==> src/rtl/qed_check_if.sv <==
// Handshake bundle between the SQED harness and qed_check_controller.
// The master side drives start/retire events and the slave side (the controller) returns the sequencing status.
interface qed_check_if #(
    parameter int CNT_W = 6
);
    logic             sif_commit;
    logic             exec_dup;
    logic             retire_valid;
    logic             retire_is_dup;
    logic             sif_commit_pulsed;
    logic             issue_dup;
    logic [CNT_W-1:0] orig_count;
    logic [CNT_W-1:0] dup_count;
    logic             qed_check_valid;
    logic             overflow;
    logic             err;

    modport master (
        output sif_commit, exec_dup, retire_valid, retire_is_dup,
        input  sif_commit_pulsed, issue_dup, orig_count, dup_count,
               qed_check_valid, overflow, err
    );

    modport slave (
        input  sif_commit, exec_dup, retire_valid, retire_is_dup,
        output sif_commit_pulsed, issue_dup, orig_count, dup_count,
               qed_check_valid, overflow, err
    );
endinterface

==> src/rtl/qed_check_controller.sv <==
// SQED sequencing controller: start-pulse detection, original/duplicate retire counting, check trigger.
// Define QED_ERR_CHECK_EN to compile in out-of-phase retire detection and the sticky err flag.
module qed_check_controller #(
    parameter int CNT_W = 6
) (
    input logic      clk,
    input logic      rst,
    qed_check_if.slave bus
);
    typedef enum logic [1:0] {IDLE, ORIG, DUP, CHECK} state_t;

    localparam logic [CNT_W-1:0] CNT_MAX = '1;

    state_t           state;
    logic             sif_prev;
    logic             pulsed;
    logic             issue;
    logic             valid;
    logic             overflow;
    logic [CNT_W-1:0] orig;
    logic [CNT_W-1:0] dup;
    logic [CNT_W-1:0] dup_inc;
    logic             orig_ret;
    logic             dup_ret;
`ifdef QED_ERR_CHECK_EN
    logic             err;
`endif

    assign orig_ret = bus.retire_valid & ~bus.retire_is_dup;
    assign dup_ret  = bus.retire_valid &  bus.retire_is_dup;
    assign dup_inc  = dup + 1'b1;

    // NOTE: all state here is sequential, so every assignment is non-blocking.
    always_ff @(posedge clk) begin
        if (rst) begin
            state    <= IDLE;
            sif_prev <= 1'b0;
            pulsed   <= 1'b0;
            issue    <= 1'b0;
            valid    <= 1'b0;
            overflow <= 1'b0;
            orig     <= '0;
            dup      <= '0;
`ifdef QED_ERR_CHECK_EN
            err      <= 1'b0;
`endif
        end else begin
            sif_prev <= bus.sif_commit;
            pulsed   <= bus.sif_commit & ~sif_prev;

            if (state == IDLE) begin
                orig  <= '0;
                dup   <= '0;
                issue <= 1'b0;
                valid <= 1'b0;
                if (pulsed) state <= ORIG;
            end else if (!bus.sif_commit) begin
                // Dropping the start flag aborts from any active phase; retires that cycle are ignored.
                state <= IDLE;
                orig  <= '0;
                dup   <= '0;
                issue <= 1'b0;
                valid <= 1'b0;
            end else begin
                unique case (state)
                    ORIG: begin
                        if (orig_ret) begin
                            if (orig == CNT_MAX) overflow <= 1'b1;
                            else                 orig     <= orig + 1'b1;
                        end
`ifdef QED_ERR_CHECK_EN
                        if (dup_ret) err <= 1'b1;
`endif
                        if (bus.exec_dup && orig != '0) begin
                            state <= DUP;
                            issue <= 1'b1;
                        end
                    end
                    DUP: begin
                        if (dup_ret) begin
                            if (dup == CNT_MAX) begin
                                overflow <= 1'b1;
                            end else begin
                                dup <= dup_inc;
                                // A saturated run can never be trusted to match, so CHECK is withheld.
                                if (dup_inc == orig && !overflow) begin
                                    state <= CHECK;
                                    valid <= 1'b1;
                                end
                            end
                        end
`ifdef QED_ERR_CHECK_EN
                        if (orig_ret) err <= 1'b1;
`endif
                    end
                    CHECK: begin
`ifdef QED_ERR_CHECK_EN
                        if (bus.retire_valid) err <= 1'b1;
`endif
                    end
                    default: state <= IDLE;
                endcase
            end
        end
    end

    assign bus.sif_commit_pulsed = pulsed;
    assign bus.issue_dup         = issue;
    assign bus.qed_check_valid   = valid;
    assign bus.orig_count        = orig;
    assign bus.dup_count         = dup;
    assign bus.overflow          = overflow;
`ifdef QED_ERR_CHECK_EN
    assign bus.err               = err;
`else
    assign bus.err               = 1'b0;
`endif
endmodule

==> src/flat_wrapper.sv <==
// flat-port wrapper written by rule: the top's interface ports become plain ports
module qed_check_controller_flat 
#(
    parameter int CNT_W = 6
)
  (clk, rst, bus_sif_commit, bus_exec_dup, bus_retire_valid, bus_retire_is_dup, bus_sif_commit_pulsed, bus_issue_dup, bus_orig_count, bus_dup_count, bus_qed_check_valid, bus_overflow, bus_err);
  qed_check_if #(.CNT_W(CNT_W)) bus_i ();
  input logic clk;
  input logic rst;
  input wire logic [$bits(bus_i.sif_commit)-1:0] bus_sif_commit;
  input wire logic [$bits(bus_i.exec_dup)-1:0] bus_exec_dup;
  input wire logic [$bits(bus_i.retire_valid)-1:0] bus_retire_valid;
  input wire logic [$bits(bus_i.retire_is_dup)-1:0] bus_retire_is_dup;
  output wire logic [$bits(bus_i.sif_commit_pulsed)-1:0] bus_sif_commit_pulsed;
  output wire logic [$bits(bus_i.issue_dup)-1:0] bus_issue_dup;
  output wire logic [$bits(bus_i.orig_count)-1:0] bus_orig_count;
  output wire logic [$bits(bus_i.dup_count)-1:0] bus_dup_count;
  output wire logic [$bits(bus_i.qed_check_valid)-1:0] bus_qed_check_valid;
  output wire logic [$bits(bus_i.overflow)-1:0] bus_overflow;
  output wire logic [$bits(bus_i.err)-1:0] bus_err;
  assign bus_i.sif_commit = bus_sif_commit;
  assign bus_i.exec_dup = bus_exec_dup;
  assign bus_i.retire_valid = bus_retire_valid;
  assign bus_i.retire_is_dup = bus_retire_is_dup;
  assign bus_sif_commit_pulsed = bus_i.sif_commit_pulsed;
  assign bus_issue_dup = bus_i.issue_dup;
  assign bus_orig_count = bus_i.orig_count;
  assign bus_dup_count = bus_i.dup_count;
  assign bus_qed_check_valid = bus_i.qed_check_valid;
  assign bus_overflow = bus_i.overflow;
  assign bus_err = bus_i.err;
  qed_check_controller #(.CNT_W(CNT_W)) u_core (.clk(clk), .rst(rst), .bus(bus_i));
endmodule
==> config.mk <==
export PLATFORM = sky130hd
export DESIGN_NAME = qed_check_controller_flat
export DESIGN_NICKNAME = d
export VERILOG_FILES = /design/src/rtl/qed_check_if.sv /design/src/rtl/qed_check_controller.sv /design/src/flat_wrapper.sv
export SDC_FILE = /design/constraint.sdc
export NUM_CORES = 1
export LEC_CHECK = 0
export CORE_MARGIN = 2
export CORE_UTILIZATION = 44
export CTS_BUF_LIST = sky130_fd_sc_hd__clkbuf_16
export CTS_CLUSTER_SIZE = 10
export DETAILED_ROUTE_END_ITERATION = 8
export PLACE_DENSITY = 0.72
export SLEW_MARGIN = 25
export SYNTH_ARGS = -nofsm -noshare
export SYNTH_HDL_FRONTEND = slang
export SYNTH_SLANG_ARGS = --single-unit
==> constraint.sdc <==
create_clock -name clk -period 5.3 [get_ports clk]
set_input_delay 0.53 -clock clk [delete_from_list [all_inputs] [get_ports clk]]
set_output_delay 0.53 -clock clk [all_outputs]
set_load 0.1 [all_outputs]
Word level (Yosys, flattened, before mapping)
Index checks and enable logic that the tools add are counted.
{"block": "totals", "regBits": 19, "latchBits": 0, "ram_bits": 0, "rom_bits": 0, "elab_cells": 61, "mem_count": 0}
{"block": "classes", "n_addsub": 2, "multipliers": 0, "div": 0, "magnitude_cmp": 0, "eq_ne": 16, "shifts": 0, "n_mux": 13, "bitwise": 9, "n_reduce_logical": 13}
{"op": "two-way mux 2 bit", "count": 7}
{"op": "adder 6 x 1 -> 6 bit (second input constant)", "count": 2}
{"op": "equality test 6 bit (second input constant)", "count": 2}
{"op": "!= test 4 x 2 -> 1 bit (second input constant)", "count": 3}
{"op": "!= test 2 x 1 -> 1 bit (second input constant)", "count": 5}
{"op": "AND reduction 7 bit", "count": 1}
{"op": "equality test 6 bit", "count": 1}
{"op": "inverter 1 bit", "count": 6}
{"op": "one-hot mux 2 bit (3 select lines)", "count": 1}
{"op": "AND reduction 3 bit", "count": 2}
{"op": "AND reduction 6 bit", "count": 1}
{"op": "nonzero test 6 bit", "count": 1}
{"op": "equality test 2 bit (second input constant)", "count": 2}
{"op": "two-way mux 1 bit", "count": 4}
{"op": "!= test 4 x 3 -> 1 bit (second input constant)", "count": 1}
{"op": "AND reduction 4 bit", "count": 1}
{"op": "bitwise AND 1 bit", "count": 3}
{"op": "!= test 3 x 2 -> 1 bit (second input constant)", "count": 1}
{"op": "OR reduction 3 bit", "count": 1}
{"op": "equality test 2 x 1 -> 1 bit (second input constant)", "count": 1}
{"op": "logical AND 1 bit", "count": 2}
{"op": "zero test 2 bit", "count": 1}
{"op": "one-hot mux 1 bit (2 select lines)", "count": 1}
{"op": "AND reduction 2 bit", "count": 1}
{"op": "other kinds (2)", "count": 2}

Depth between registers and ports, before layout
Gate-level depths: netlist of run 1.
{"block": "depth", "ltp_word": 9, "ltp_mapped": 7}

Worst setup path before layout of run 1
OpenSTA, ideal clock, no wires.
{"block": "synth_path", "path_kind": "reg-to-reg", "startpoint": "register u_core.dup[0] (netlist: u_core.bus.dup_count[0])", "endpoint": "register u_core.state[0]", "setup_time_ps": 79, "t_arrival_ps": 2354, "setup_slack_ps": 2867, "stages_incl_launch_ff": 7, "synth_period_minus_slack_ps": 2433, "cell_sequence": "dfxtp_1 > ha_1 > xnor2_1 > nand2_1 > a2111oi_2 > a31oi_1 > a211oi_2"}
{"block": "synth_between", "elab_chain_len": 5}
{"element": "start: declaration", "line": "qed_check_controller.sv:21", "rtl": "logic [CNT_W-1:0] dup;"}
{"element": "start signal: assignment", "line": "qed_check_controller.sv:84", "rtl": "dup <= dup_inc;"}
{"element": "adder 6 x 1 -> 6 bit", "line": "qed_check_controller.sv:31", "rtl": "assign dup_inc = dup + 1'b1;"}
{"element": "net u_core.dup_inc[1]", "line": "qed_check_controller.sv:22", "rtl": "logic [CNT_W-1:0] dup_inc;"}
{"element": "equality test 6 bit", "line": "qed_check_controller.sv:86", "rtl": "if (dup_inc == orig && !overflow) begin"}
{"element": "logical AND 1 bit", "line": "qed_check_controller.sv:86"}
{"element": "!= test 4 x 2 -> 1 bit (no source line)"}
{"element": "AND reduction 6 bit (no source line)"}
{"element": "end signal: assignment", "line": "qed_check_controller.sv:75", "rtl": "state <= DUP;"}
{"element": "end signal: assignment", "line": "qed_check_controller.sv:87", "rtl": "state <= CHECK;"}
{"element": "end signal: assignment", "line": "qed_check_controller.sv:101", "rtl": "default: state <= IDLE;"}
{"element": "end: declaration", "line": "qed_check_controller.sv:14", "rtl": "state_t state;"}
The timed path passes the listed nets, and every way through them passes these cells.
A chain may end at the register's enable or synchronous reset.

Worst setup path after layout of run 1
{"block": "layout_path", "startpoint": "register u_core.dup[2] (netlist: u_core.bus.dup_count[2])", "endpoint": "output bus_dup_count[2]"}
{"element": "end: declaration", "line": "flat_wrapper.sv:17", "rtl": "output wire logic [$bits(bus_i.dup_count)-1:0] bus_dup_count;"}
No word-level cell between the ends.

==> results_dict.tcl, run 1 <==
set metrics [dict create \
    synth_nets 147 \
    crit_family "buffers and inverters" \
    port_buffers 21 \
    std_cell_rows 18 \
    crit_chain "clkdlybuf4s50_1" \
    placed_area_um2 1350 \
    hold_buffers 0 \
    post_cts_buffers 0 \
    yosysUniqueCellTypes 33 \
    min_period_ns 2.50 \
    drt_iter0_markers 19 \
    yosys.area.top_type "dfxtp_1" \
    grt_pass1_vias 895 \
    clk_pin_slew_ns 0.06 \
    clk_latency_ns 0.25 \
    tns_ns 0 \
    yosysWarningCount 0 \
    root_buffer "clkbuf_16" \
    cts_resized 0 \
    hold_path.class "register to register" \
    yosys-top-cells-count "nor2_1, dfxtp_1, xor2_1" \
    synthToLayoutAreaGrowth_pct 27.0 \
    synth_area_um2 1130 \
    rsz0062_at_grt "false" \
    core_area_um2 2450 \
    vias 989 \
    whs_ns 0.382 \
    overflow 0 \
    wirelength_um 2450 \
    cts.sinks 19 \
    vdd_ir_drop_max_mv 0.294 \
    leakagePower_nw 0.537 \
    grt_pass1_wl_um 3900 \
    ios 23 \
    grt_util_all_layers_pct 17.8 \
    die_y_um 54.6 \
    hold_violations 0 \
    drv_slew 0 \
    synth.area.top_cells "dfxtp_1, xor2_1, ha_1, nor2_1, xnor2_1" \
    synth_top_cell_area_share_pct 33.7 \
    dr.pass1.iters 4 \
    slew_headroom_pct 34.4 \
    finalWeightedCongestion 0.903 \
    cts_tree "built" \
    synthArstFlopShare_pct 0 \
    diodes 0 \
    synth-edff-count 0 \
    worst-path-buf-inv 1 \
    worst_pin_slew_ns 0.981 \
    slowest_stage "clkdlybuf4s50_1" \
    antenna_found_initial 0 \
    die_x_um 54.6 \
    synth.most_common_cell "nor2_1" \
    nets 168 \
    postSynthAreaPerCell_um2 8.41 \
    drt-wirelength-per-cell_um 13.3 \
    maxCapViolCount 0 \
    powerDensity_nw_per_um2 294 \
    period_share_pct 47.3 \
    drcViolationCount 0 \
    critical_path_class "register to primary output" \
    critPathMaxFanout 10 \
    synth_top_flop_cell "dfxtp_1" \
    dp_hpwl_um 1800 \
    fmax_mhz 399 \
    ant_nets 0 \
    critPathCaptureType "primary output" \
    cp.required_ns 4.77 \
    arrival_ns 1.97 \
    htree_levels 1 \
    cts_buffer_depth 2 \
    cts_buffers 3 \
    die_area_um2 2980 \
    fin_area_um2 1430 \
    grt_max_degree 15 \
    max_stage_delay_ns 1.20 \
    cp-start-kind "register" \
    finalSetupViolCount 0 \
    synth_cells 134 \
    skew_ns 0.00235 \
    viasPerCell 5.38 \
    initial_utilization_pct 45.9 \
    layout-drive-gt1-share_pct 6.49 \
    ys_seq_area_share_pct 33.7 \
    status "finished, final reports clean" \
    synth-seq-cells 19 \
]
==> flip-flops by register name (all words and copies together) (netlist names) <==
register,cells
u_core.bus.dup_count,6
u_core.bus.orig_count,6
u_core.state,2
u_core.bus.issue_dup,1
u_core.bus.overflow,1
u_core.bus.qed_check_valid,1
u_core.bus.sif_commit_pulsed,1
u_core.sif_prev,1
==> path summary, 6_finish.rpt <==
kind,startpoint,end,slack (ns),cells past startpoint
worst min-delay path,u_core.sif_prev$_SDFF_PP0_,u_core.bus.sif_commit_pulsed$_SDFF_PP0_,0.38,1
worst min register to register,u_core.sif_prev$_SDFF_PP0_,u_core.bus.sif_commit_pulsed$_SDFF_PP0_,0.38,1
worst max-delay path,u_core.bus.dup_count[2]$_SDFFE_PP0P_,bus_dup_count[2],2.80,1
worst max register to register,u_core.state[1]$_SDFFE_PP0P_,u_core.state[0]$_SDFFE_PP0P_,3.21,7
==> cell usage in the layout (no fill, tap or decap) <==
master,synthesis,final
or3_1,1,1
o21a_1,1,1
mux2i_1,2,2
nor2_1,22,22
clkinv_2,0,1
o41ai_1,1,1
clkdlybuf4s50_1,0,21
and4_1,2,2
dfxtp_1,19,19
nor3b_1,1,1
a31oi_1,5,5
a211oi_2,2,2
a31o_2,2,2
nand2b_1,3,3
clkbuf_16,0,3
xor2_1,11,11
ha_1,7,7
a2111oi_2,1,1
a21oi_1,5,5
nor2b_1,7,7
nand3_1,4,4
or2_2,1,1
and3_1,3,3
o21ai_0,1,1
nand3b_1,1,1
nand4_1,4,4
a2111oi_0,1,1
o32ai_1,1,1
xnor2_1,6,6
nand2_1,7,7
a211oi_1,1,1
inv_1,6,6
conb_1,1,1
==> power breakdown <==
part / switching (W) / internal, W
combinational: 0.0000686 / 0.0000420
sequential: 0.00000474 / 0.000149
clock: 0.0000562 / 0.000101
total: 0.000130 / 0.000292
==> area by class of cell <==
type / count / area (um^2)
Timing Repair Buffer: 21 / 210
Sequential cell: 19 / 380
Tap cell: 30 / 37.5
Multi-Input combinational cell: 104 / 701
Clock inverter: 1 / 5.00
Clock buffer: 3 / 75.1
Fill cell: 225 / 1020
Inverter: 6 / 22.5
==> kinds of logic after synthesis <==
logic type	synth area share [%]
compound gates	14.2
fa+ha+maj	7.77
buf+inv	4.11
mux	1.78
xor+xnor	13.2
simple gates	24.9
flops	33.7
other cells	0.333
==> metal layers <==
metal,GRT usage [%],wire [um],vias up
met4,6.67,38,0
met2,29.2,1150,25
met1,23.0,1170,461
met3,3.28,87,5
li1,-,-,498
met5,0,0,-
==> stage by stage <==
step / util (%) / power, W / setup WS, ns / cells
2_1_floorplan: - / 0.000240 / 2.87 / 134
3_3_place_gp: 55.0 / 0.000260 / 3.09 / 180
3_5_place_dp: 55.0 / 0.000264 / 3.02 / 180
4_1_cts: 58.3 / 0.000423 / 2.79 / 184
5_1_grt: 58.3 / 0.000439 / 2.76 / 184
6_report: 58.3 / 0.000421 / 2.80 / 184
==> worst reg2reg max path, cell delays in order (launching register included) <==
cell and delay [ns]:
dfxtp_1 0.38, inv_1 0.09, ha_1 0.27, nor2b_1 0.18, o21a_1 0.17, a2111oi_0 0.46
a31oi_1 0.23, a211oi_2 0.24
(Power assumes the default switching activity.)
==> run 2, diff against run 1 <==
==> constraint.sdc (replaced) <==
create_clock -name clk -period 2.4 [get_ports clk]
set_input_delay 0.24 -clock clk [delete_from_list [all_inputs] [get_ports clk]]
set_output_delay 0.24 -clock clk [all_outputs]
set_load 0.1 [all_outputs]
==> results_dict.tcl, run 2 (synthesis gave the netlist of run 1 again) <==
set metrics [dict create \
    critPathCaptureType "register" \
    sw_frac_of_total_pct 29.6 \
    worst_pin_slew_ns 0.565 \
    skew_ns 0.00145 \
    synthToLayoutAreaGrowth_pct 23.5 \
    instances_no_fill 184 \
    cts_buffer_depth 2 \
    powerDensity_nw_per_um2 654 \
    power_switching_w 0.000269 \
    cts.sinks 19 \
    grt_max_degree 15 \
    cp-start-kind "register" \
    die_y_um 54.6 \
    final_cell_mix "nor2_1, dfxtp_1, buf_4" \
    post_cts_buffers 0 \
    dr.pass1.iters 4 \
    finalWeightedCongestion 0.872 \
    viasPerCell 5.29 \
    finalSetupViolCount 0 \
    core_area_um2 2450 \
    grt_util_all_layers_pct 18.4 \
    antenna_found_initial 0 \
    finish.utilization_pct 56.7 \
    wirelength_um 2400 \
    initial_utilization_pct 45.9 \
    drt-wirelength-per-cell_um 13.0 \
    internal_power_w 0.000641 \
    overflow 0 \
    htree_levels 1 \
    hold_violations 0 \
    grt_pass1_vias 894 \
    cts_buffers 3 \
    ant_nets 0 \
    cts_tree "built" \
    maxCapViolCount 0 \
    hold_path.class "register to register" \
    drv_slew 0 \
    drcViolationCount 0 \
    diodes 0 \
    vdd_ir_drop_max_mv 0.340 \
    port_buffers 21 \
    tns_ns 0 \
    fmax_mhz 508 \
    clk_pin_slew_ns 0.05 \
    dp_hpwl_um 1810 \
    nets 168 \
    hold_buffers 0 \
    period_share_pct 82.0 \
    final_common_cell "nor2_1" \
    ios 23 \
    root_buffer "clkbuf_16" \
    combPwrFrac_pct 25.6 \
    critPathMaxFanout 6 \
    leakagePower_nw 0.572 \
    min_period_ns 1.97 \
    slew_headroom_pct 62.2 \
    arrival_ns 2.14 \
    cts_resized 0 \
    cp.required_ns 2.57 \
    layout-drive-gt1-share_pct 17.5 \
    p_clk_share_pct 37.2 \
    die_x_um 54.6 \
    grt_pass1_wl_um 3940 \
    dp.cells 180 \
    std_cell_rows 18 \
    power_w 0.000910 \
    status "finished, final reports clean" \
    drt_iter0_markers 15 \
    die_area_um2 2980 \
    critical_path_class "register to register" \
    seqPwrFrac_pct 37.2 \
    rsz0062_at_grt "false" \
    clk_latency_ns 0.25 \
    vias 973 \
]
[run 2: cell types whose count changed in the layout (fill, tap and decap cells not counted), sizes merged]
| cell | before | now |
|---|---|---|
| clkdlybuf4s50 | 21 | 5 |
| inv | 6 | 7 |
| buf | 0 | 16 |
| clkinv | 1 | 0 |
[run 2: cell type report]
cell class	instances	area (um^2)
Inverter	6	22.5
Sequential cell	19	383
Timing Repair Buffer	21	170
Multi-Input combinational cell	104	701
Fill cell	240	1060
Tap cell	30	37.5
Clock inverter	1	3.75
Clock buffer	3	75.1
[run 2: routing by layer]
metal | GRT usage [%] | vias to the layer above | share of wire, %
met5 | 0 | - | 0
met4 | 6.67 | 0 | 1.4
met3 | 3.28 | 5 | 4.4
met2 | 30.2 | 25 | 48
met1 | 23.8 | 446 | 46
li1 | - | 497 | -
[run 2: worst paths after layout]
| kind | startpoint | end | slack, ns | depth (start not counted) |
|---|---|---|---|---|
| worst max-delay path | u_core.state[1]$_SDFFE_PP0P_ | u_core.state[0]$_SDFFE_PP0P_ | 0.43 | 7 |
| worst min-delay path | u_core.sif_prev$_SDFF_PP0_ | u_core.bus.sif_commit_pulsed$_SDFF_PP0_ | 0.39 | 1 |
| worst max register to register | u_core.state[1]$_SDFFE_PP0P_ | u_core.state[0]$_SDFFE_PP0P_ | 0.43 | 7 |
| worst min register to register | u_core.sif_prev$_SDFF_PP0_ | u_core.bus.sif_commit_pulsed$_SDFF_PP0_ | 0.39 | 1 |
[run 2: worst max-delay path: stages, from the launching register on]
cell and delay (ns):
dfxtp_1 0.38, inv_1 0.08, ha_1 0.25, nor2b_1 0.16
o21a_1 0.16, a2111oi_0 0.41, a31oi_1 0.21, a211oi_2 0.24
[run 2: metrics by stage]
stage	hold slack, ns	worst slack [ns]	instance area [um^2]
floorplan	0.305	0.00448	1130
global placement	0.371	0.497	1310
detailed placement	0.387	0.529	1310
CTS	0.388	0.416	1390
global route	0.398	0.203	1390
finish	0.388	0.433	1390
[run 2: power by group through the flow]
| stage | combinational [W] | sequential (W) | clock [W] |
|---|---|---|---|
| 2_1_floorplan | 0.000169 | 0.000362 | 0 |
| 3_3_place_gp | 0.000234 | 0.000345 | 0 |
| 3_5_place_dp | 0.000229 | 0.000346 | 0 |
| 4_1_cts | 0.000233 | 0.000339 | 0.000341 |
| 5_1_grt | 0.000262 | 0.000340 | 0.000357 |
| 6_report | 0.000233 | 0.000339 | 0.000339 |
